`src/rtl/index_countdown_sequencer_pkg.sv`:
```
// Shared types and constants for the index countdown sequencer.
package index_countdown_sequencer_pkg;

  localparam int unsigned DEFAULT_DATA_WIDTH = 8;

  typedef enum logic {
    IDLE = 1'b0,
    RUN  = 1'b1
  } state_t;

  // All-ones idle marker for a given width; the caller casts it to its own width.
  function automatic logic [63:0] idle_marker(input int unsigned width);
    return (64'd1 << width) - 64'd1;
  endfunction

endpackage

```
`src/rtl/index_down_counter.sv`:
```
// Falling-edge down-counter with load, non-wrapping decrement and a zero flag.
module index_down_counter
  import index_countdown_sequencer_pkg::*;
#(
  parameter int unsigned DATA_WIDTH = DEFAULT_DATA_WIDTH
) (
  input  logic                  clk,
  input  logic                  rst,
  input  logic                  load,
  input  logic [DATA_WIDTH-1:0] load_value,
  input  logic                  dec,
  output logic [DATA_WIDTH-1:0] count,
  output logic                  zero
);

  localparam logic [DATA_WIDTH-1:0] IDLE_VAL = DATA_WIDTH'(idle_marker(DATA_WIDTH));

  always_ff @(negedge clk or posedge rst) begin
    if (rst) begin
      count <= IDLE_VAL;
    end else if (load) begin
      count <= load_value;
    end else if (dec && (count != '0)) begin
      count <= count - DATA_WIDTH'(1);
    end
  end

  assign zero = (count == '0);

endmodule

```
`src/rtl/index_countdown_sequencer.sv`:
```
// Valid/ready burst of indices N-1 down to 0; all-ones marks idle.
// Optional INDEX_COUNTDOWN_AUTO_RELOAD_EN repeats bursts until abort or rst.
module index_countdown_sequencer
  import index_countdown_sequencer_pkg::*;
#(
  parameter int unsigned DATA_WIDTH = DEFAULT_DATA_WIDTH
) (
  input  logic                  clk,
  input  logic                  rst,
  input  logic                  load,
  input  logic [DATA_WIDTH-1:0] load_value,
  input  logic                  abort,
  input  logic                  ready_in,
  output logic [DATA_WIDTH-1:0] out,
  output logic                  valid,
  output logic                  busy,
  output logic                  done
);

  localparam logic [DATA_WIDTH-1:0] IDLE_VAL = DATA_WIDTH'(idle_marker(DATA_WIDTH));

  state_t                state_q, state_d;
  logic                  cnt_load, cnt_dec, cnt_zero, done_d;
  logic [DATA_WIDTH-1:0] cnt_value;

`ifdef INDEX_COUNTDOWN_AUTO_RELOAD_EN
  logic [DATA_WIDTH-1:0] reload_q;

  always_ff @(negedge clk or posedge rst) begin
    if (rst) begin
      reload_q <= '0;
    end else if ((state_q == IDLE) && load) begin
      reload_q <= load_value;
    end
  end
`endif

  index_down_counter #(.DATA_WIDTH(DATA_WIDTH)) u_counter (
    .clk       (clk),
    .rst       (rst),
    .load      (cnt_load),
    .load_value(cnt_value),
    .dec       (cnt_dec),
    .count     (out),
    .zero      (cnt_zero)
  );

  always_ff @(negedge clk or posedge rst) begin
    if (rst) begin
      state_q <= IDLE;
      done    <= 1'b0;
    end else begin
      state_q <= state_d;
      done    <= done_d;
    end
  end

  always_comb begin
    state_d   = state_q;
    cnt_load  = 1'b0;
    cnt_value = IDLE_VAL;
    cnt_dec   = 1'b0;
    done_d    = 1'b0;
    unique case (state_q)
      IDLE: begin
        if (load) begin
          if (load_value == '0) begin
            done_d = 1'b1;
          end else begin
            cnt_load  = 1'b1;
            cnt_value = load_value - DATA_WIDTH'(1);
            state_d   = RUN;
          end
        end
      end
      RUN: begin
        // abort outranks a same-cycle transfer; counter reload restores the idle marker
        if (abort) begin
          cnt_load = 1'b1;
          state_d  = IDLE;
        end else if (ready_in) begin
          if (cnt_zero) begin
            done_d   = 1'b1;
            cnt_load = 1'b1;
`ifdef INDEX_COUNTDOWN_AUTO_RELOAD_EN
            cnt_value = reload_q - DATA_WIDTH'(1);
`else
            state_d = IDLE;
`endif
          end else begin
            cnt_dec = 1'b1;
          end
        end
      end
      default: state_d = IDLE;
    endcase
  end

  // valid and busy come straight off the state flop, so they are glitch-free registered outputs
  assign valid = (state_q == RUN);
  assign busy  = (state_q == RUN);

endmodule

```
`config.mk`:
```
export PLATFORM = sky130hd
export DESIGN_NAME = index_countdown_sequencer
export DESIGN_NICKNAME = d
export VERILOG_FILES = /design/src/rtl/index_countdown_sequencer_pkg.sv /design/src/rtl/index_down_counter.sv /design/src/rtl/index_countdown_sequencer.sv
export SDC_FILE = /design/constraint.sdc
export NUM_CORES = 1
export LEC_CHECK = 0
export ABC_CLOCK_PERIOD_IN_PS = 4460
export CORE_UTILIZATION = 35
export DETAILED_ROUTE_END_ITERATION = 12
export SYNTH_ARGS = -nofsm -noshare
export SYNTH_HDL_FRONTEND = slang
export SYNTH_SLANG_ARGS = --single-unit
```
`constraint.sdc`:
```
create_clock -name clk -period 4.46 [get_ports clk]
set_input_delay 0.892 -clock clk [delete_from_list [all_inputs] [get_ports clk]]
set_output_delay 0.892 -clock clk [all_outputs]
set_load 0.1 [all_outputs]
```
Word level (Yosys, flattened, before mapping)
Cells that the tools add are included.
- bits in registers: 10
- bits of input ports: 13
- output and inout bits: 11
- logic and storage cells: 33
- add/sub/neg operators: 2
- muxes and demuxes: 22
- bitwise gates (word level): 1
- reduce and logical (&&, ||, !) cells: 5
- operator list (kind ; count):
    $mux 8 ; 5
    $logic_not 8->1 ; 2
    $sub 8x1->8 const B ; 2
    $mux 1 ; 14
    $reduce_bool 8->1 ; 1
    $pmux 1 s2 ; 3
    $reduce_bool 2->1 ; 1
    $logic_and 1x1->1 ; 1
    $not 1->1 ; 1

Longest topological paths before layout
- word-level depth: 8
- gate-level depth with buffers: 6
- depth with buffers taken out: 6

Hierarchy
Synthesis repeated with hierarchy kept, for this count alone.
- cell total of the unflattened synthesis: 108
- area, all modules: 892.1 um^2
- modules (own cells, without submodules) (module ; instances ; cells each ; area each (um^2) ; sequential area each (um^2)):
    index_down_counter ; 1 ; 63 ; 573.0 ; 210.2
    index_countdown_sequencer ; 1 ; 45 ; 319.1 ; 50.0

==> flow_results.xml <==
<?xml version="1.0" encoding="UTF-8"?>
<metrics>
  <group name="detailed_routing">
    <metric name="drt.antenna.violating_nets" unit="">0</metric>
    <metric name="route.vias.total" unit="">896</metric>
    <metric name="routed_wire_length_per_instance" unit="µm">12.11</metric>
    <metric name="first_pass_iters" unit="">4</metric>
    <metric name="post_route_drc_violation_count" unit="">0</metric>
    <metric name="routed_wl" unit="mm">2.070</metric>
    <metric name="average_via_count_per_standard_cell" unit="">5.240</metric>
    <metric name="drt-initial-drc-count" unit="">7</metric>
  </group>
  <group name="timing">
    <metric name="max_slew.worst_pin.slew" unit="ns">0.5141</metric>
    <metric name="clock-skew-final" unit="ns">0.05392</metric>
    <metric name="final.setup.tns" unit="ns">0</metric>
    <metric name="drv_slew" unit="">0</metric>
    <metric name="final_hold_viol_count" unit="">0</metric>
    <metric name="max-slew-margin-rel" unit="%">65.65</metric>
    <metric name="setup_viol" unit="">0</metric>
  </group>
  <group name="critical_path">
    <metric name="critPathBufInv" unit="">1</metric>
    <metric name="timing.critical_path.to" unit="">u_counter.count[6]</metric>
    <metric name="timing.critical_path.cells" unit="">clkdlybuf4s50_1, nor4_4, a31oi_4, or2_1, o221a_1</metric>
    <metric name="critical_path.startpoint_type" unit="">primary input</metric>
    <metric name="critPathLaunch" unit="">load_value[5]</metric>
    <metric name="crit_type" unit="">primary input to flip-flop</metric>
    <metric name="worstReg2RegStart" unit="">u_counter.count[0]</metric>
    <metric name="r2r_cells" unit="">6</metric>
    <metric name="critical-path-top-delay-family" unit="">simple AND/OR/NAND/NOR gates</metric>
    <metric name="crit_path_max_incr_delay" unit="ns">0.46</metric>
    <metric name="setup.reg_to_reg.worst_slack" unit="ns">2.63</metric>
    <metric name="critPathMaxFanout" unit="">4</metric>
    <metric name="worstPathArrival" unit="ns">2.39</metric>
    <metric name="critical_path_top_delay_cell" unit="">sky130_fd_sc_hd__clkdlybuf4s50_1</metric>
    <metric name="worstSetupEndpointType" unit="">flip-flop</metric>
    <metric name="worst-path-stages" unit="">5</metric>
    <metric name="worst_r2r_endpoint" unit="">u_counter.count[3]</metric>
    <metric name="cp_data_required_time" unit="ns">2.48</metric>
  </group>
  <group name="clock_tree">
    <metric name="cts.path.max_buffers" unit="">2</metric>
    <metric name="clkSlewWorstSetupHoldPaths" unit="ns">0.04</metric>
    <metric name="post_cts_hold_fix_bufs" unit="">0</metric>
    <metric name="cts.sinks" unit="">10</metric>
    <metric name="cts_buffers" unit="">3</metric>
    <metric name="cts-root-buf" unit="">sky130_fd_sc_hd__clkbuf_4</metric>
    <metric name="clock_tree.htree_level_count" unit="">1</metric>
    <metric name="clock_latency" unit="ns">0.32</metric>
    <metric name="cts_tree" unit="">built</metric>
  </group>
  <group name="grt">
    <metric name="first_global_vias" unit="">859</metric>
    <metric name="number_of_antenna_violations_at_the_first_check_in_global_routing" unit="">0</metric>
    <metric name="grt_first_pass_wirelength" unit="mm">3.684</metric>
    <metric name="globalRouteTotalUtil" unit="%">19.06</metric>
    <metric name="grt_remaining_overflow" unit="">0</metric>
    <metric name="grt_start_max_net_pins" unit="">11</metric>
  </group>
  <group name="place">
    <metric name="dp.final_hpwl" unit="mm">1.741</metric>
    <metric name="placement.io_buffers" unit="">23</metric>
    <metric name="dpl_cell_area" unit="µm²">1351</metric>
    <metric name="gp_routability_congestion" unit="">0.8051</metric>
  </group>
  <group name="layout">
    <metric name="area_growth" unit="%">69.49</metric>
    <metric name="num-nets-final" unit="">161</metric>
    <metric name="drive_above_1_share" unit="%">37.06</metric>
    <metric name="diodes" unit="">0</metric>
    <metric name="finalInstanceArea" unit="µm²">1425</metric>
  </group>
  <group name="synthesis">
    <metric name="ys_seq_area_share" unit="%">30.95</metric>
    <metric name="ys_ff_latch" unit="">10</metric>
    <metric name="synth_common_cells" unit="">9 x sky130_fd_sc_hd__inv_1, 8 x sky130_fd_sc_hd__dfstp_2, 6 x sky130_fd_sc_hd__a21oi_1, 6 x sky130_fd_sc_hd__xnor2_1</metric>
    <metric name="mappedNetlistArea" unit="µm²">840.8</metric>
    <metric name="synth-main-ff-cell" unit="">sky130_fd_sc_hd__dfstp_2</metric>
    <metric name="post_synth_main_area_contributors" unit="">sky130_fd_sc_hd__dfstp_2 25%, sky130_fd_sc_hd__xnor2_1 6.2%, sky130_fd_sc_hd__dfrtn_1 6.0%</metric>
    <metric name="post_synth_top_area_cell" unit="">sky130_fd_sc_hd__dfstp_2</metric>
    <metric name="number_of_flops_mapped_to_enable_cells_by_yosys" unit="">0</metric>
    <metric name="async_flop_share" unit="%">100.0</metric>
    <metric name="yosysMostFrequentCell" unit="">sky130_fd_sc_hd__inv_1</metric>
    <metric name="yosysWarningCount" unit="">0</metric>
    <metric name="synth.distinct_cells" unit="">40</metric>
    <metric name="synthCells" unit="">90</metric>
    <metric name="synth_largest_type_area_fraction" unit="%">25.00</metric>
    <metric name="syn_avg_cell_area" unit="µm²">9.342</metric>
    <metric name="synth_fp_nets" unit="">107</metric>
  </group>
  <group name="job">
    <metric name="maxCapViolations" unit="">0</metric>
  </group>
  <group name="worst_hold_path">
    <metric name="worstHoldPathType" unit="">flip-flop to flip-flop</metric>
    <metric name="worst_min_delay_path_startpoint" unit="">u_counter.count[2]</metric>
  </group>
  <group name="floorplanning">
    <metric name="chipWidth" unit="µm">51.02</metric>
    <metric name="fp.dieH" unit="µm">51.02</metric>
    <metric name="core_area" unit="µm²">2233</metric>
    <metric name="floorplan.initialDensity" unit="%">37.65</metric>
    <metric name="num_rows" unit="">17</metric>
    <metric name="area_enclosed_by_the_die_boundary" unit="µm²">2603</metric>
    <metric name="io_pins" unit="">24</metric>
  </group>
  <group name="pwr">
    <metric name="power.density" unit="nW/µm²">388.9</metric>
    <metric name="ir_drop" unit="mV">0.2042</metric>
    <metric name="p_leak" unit="nW">0.6686</metric>
  </group>
  <group name="outcome">
    <metric name="outcome" unit="">finished clean</metric>
  </group>
</metrics>
sequential cells by signal (all words and copies together) (netlist names):
signal	cells
u_counter.count	8
busy	1
done	1
what timing repair did:
action | 4_1_cts | 5_1_grt
pin swaps | 3 | 3
setup buffers | 1 | 0
gates resized for setup | 2 | 3
endpoints found under the setup margin | 3 | 7
cell usage in the layout (no fill, tap or decap), types with 2 or more instances in the layout:
cell and n:
sky130_fd_sc_hd__a21oi_1 5, sky130_fd_sc_hd__a22oi_1 3, sky130_fd_sc_hd__a31o_2 2, sky130_fd_sc_hd__a41oi_1 2, sky130_fd_sc_hd__and3_1 2, sky130_fd_sc_hd__buf_12 11
sky130_fd_sc_hd__buf_4 20, sky130_fd_sc_hd__clkbuf_4 3, sky130_fd_sc_hd__clkdlybuf4s50_1 10, sky130_fd_sc_hd__dfrtn_1 2, sky130_fd_sc_hd__dfstp_2 8, sky130_fd_sc_hd__ha_1 4
sky130_fd_sc_hd__inv_1 16, sky130_fd_sc_hd__nand2_1 4, sky130_fd_sc_hd__nand3_1 2, sky130_fd_sc_hd__nand3b_1 2, sky130_fd_sc_hd__nor2_1 4, sky130_fd_sc_hd__nor3_1 3
sky130_fd_sc_hd__nor3b_1 3, sky130_fd_sc_hd__nor4_4 2, sky130_fd_sc_hd__o21ai_0 4, sky130_fd_sc_hd__xnor2_1 6
logic make-up after synthesis:
| family | synth area share [%] |
|---|---|
| simple gates | 25.15 |
| fa+ha+maj | 5.953 |
| buf+inv | 4.911 |
| compound gates | 25.60 |
| mux | 1.191 |
| xor+xnor | 6.250 |
| flops | 30.95 |
final cells by class:
class,count,area [µm²]
Clock buffer,3,22.52
Clock inverter,9,35.03
Fill cell,205,808.3
Inverter,8,30.03
Multi-Input combinational cell,70,550.5
Sequential cell,10,260.3
Tap cell,28,35.03
Timing Repair Buffer,43,491.7
power breakdown:
| part | switching, mW | internal [mW] |
|---|---|---|
| clock network | 0.0467 | 0.0425 |
| registers | 0.0392 | 0.120 |
| logic | 0.184 | 0.122 |
| total | 0.270 | 0.284 |
how the worst min path moves through the flow:
stage,cells after the start,endpoint,slack (ns)
6_report,2,u_counter.count[2],0.59
5_1_grt,2,u_counter.count[2],0.62
4_1_cts,2,u_counter.count[2],0.59
3_5_place_dp,2,u_counter.count[2],0.59
3_3_place_gp,2,u_counter.count[2],0.58
2_1_floorplan,2,u_counter.count[2],0.75
metrics by stage:
stage	power (mW)	std cells	utilization [%]	hold slack [ns]	setup WS, ns
2_1_floorplan	0.3550	90	-	0.7523	-0.01044
4_1_cts	0.5570	171	63.36	0.5944	0.01823
3_5_place_dp	0.4766	159	60.50	0.5885	-0.3459
5_1_grt	0.5866	171	63.81	0.6234	-0.002508
6_report	0.5542	171	63.81	0.5940	0.08386
3_3_place_gp	0.4741	159	60.50	0.5806	-0.3060
per-layer routing:
layer | up-vias | global-route usage [%] | wire length (µm)
met1 | 421 | 22.75 | 852
met2 | 27 | 32.89 | 1126
met4 | 0 | 9.722 | 22
met3 | 2 | 2.679 | 69
li1 | 446 | - | -
met5 | - | 0 | 0
worst min-delay path: cells and delay by family (launching register included):
family,cells,cell delay (ns)
compound gates,1,0.09
simple gates,1,0.08
flops,1,0.41
(Power assumes the default switching activity.)
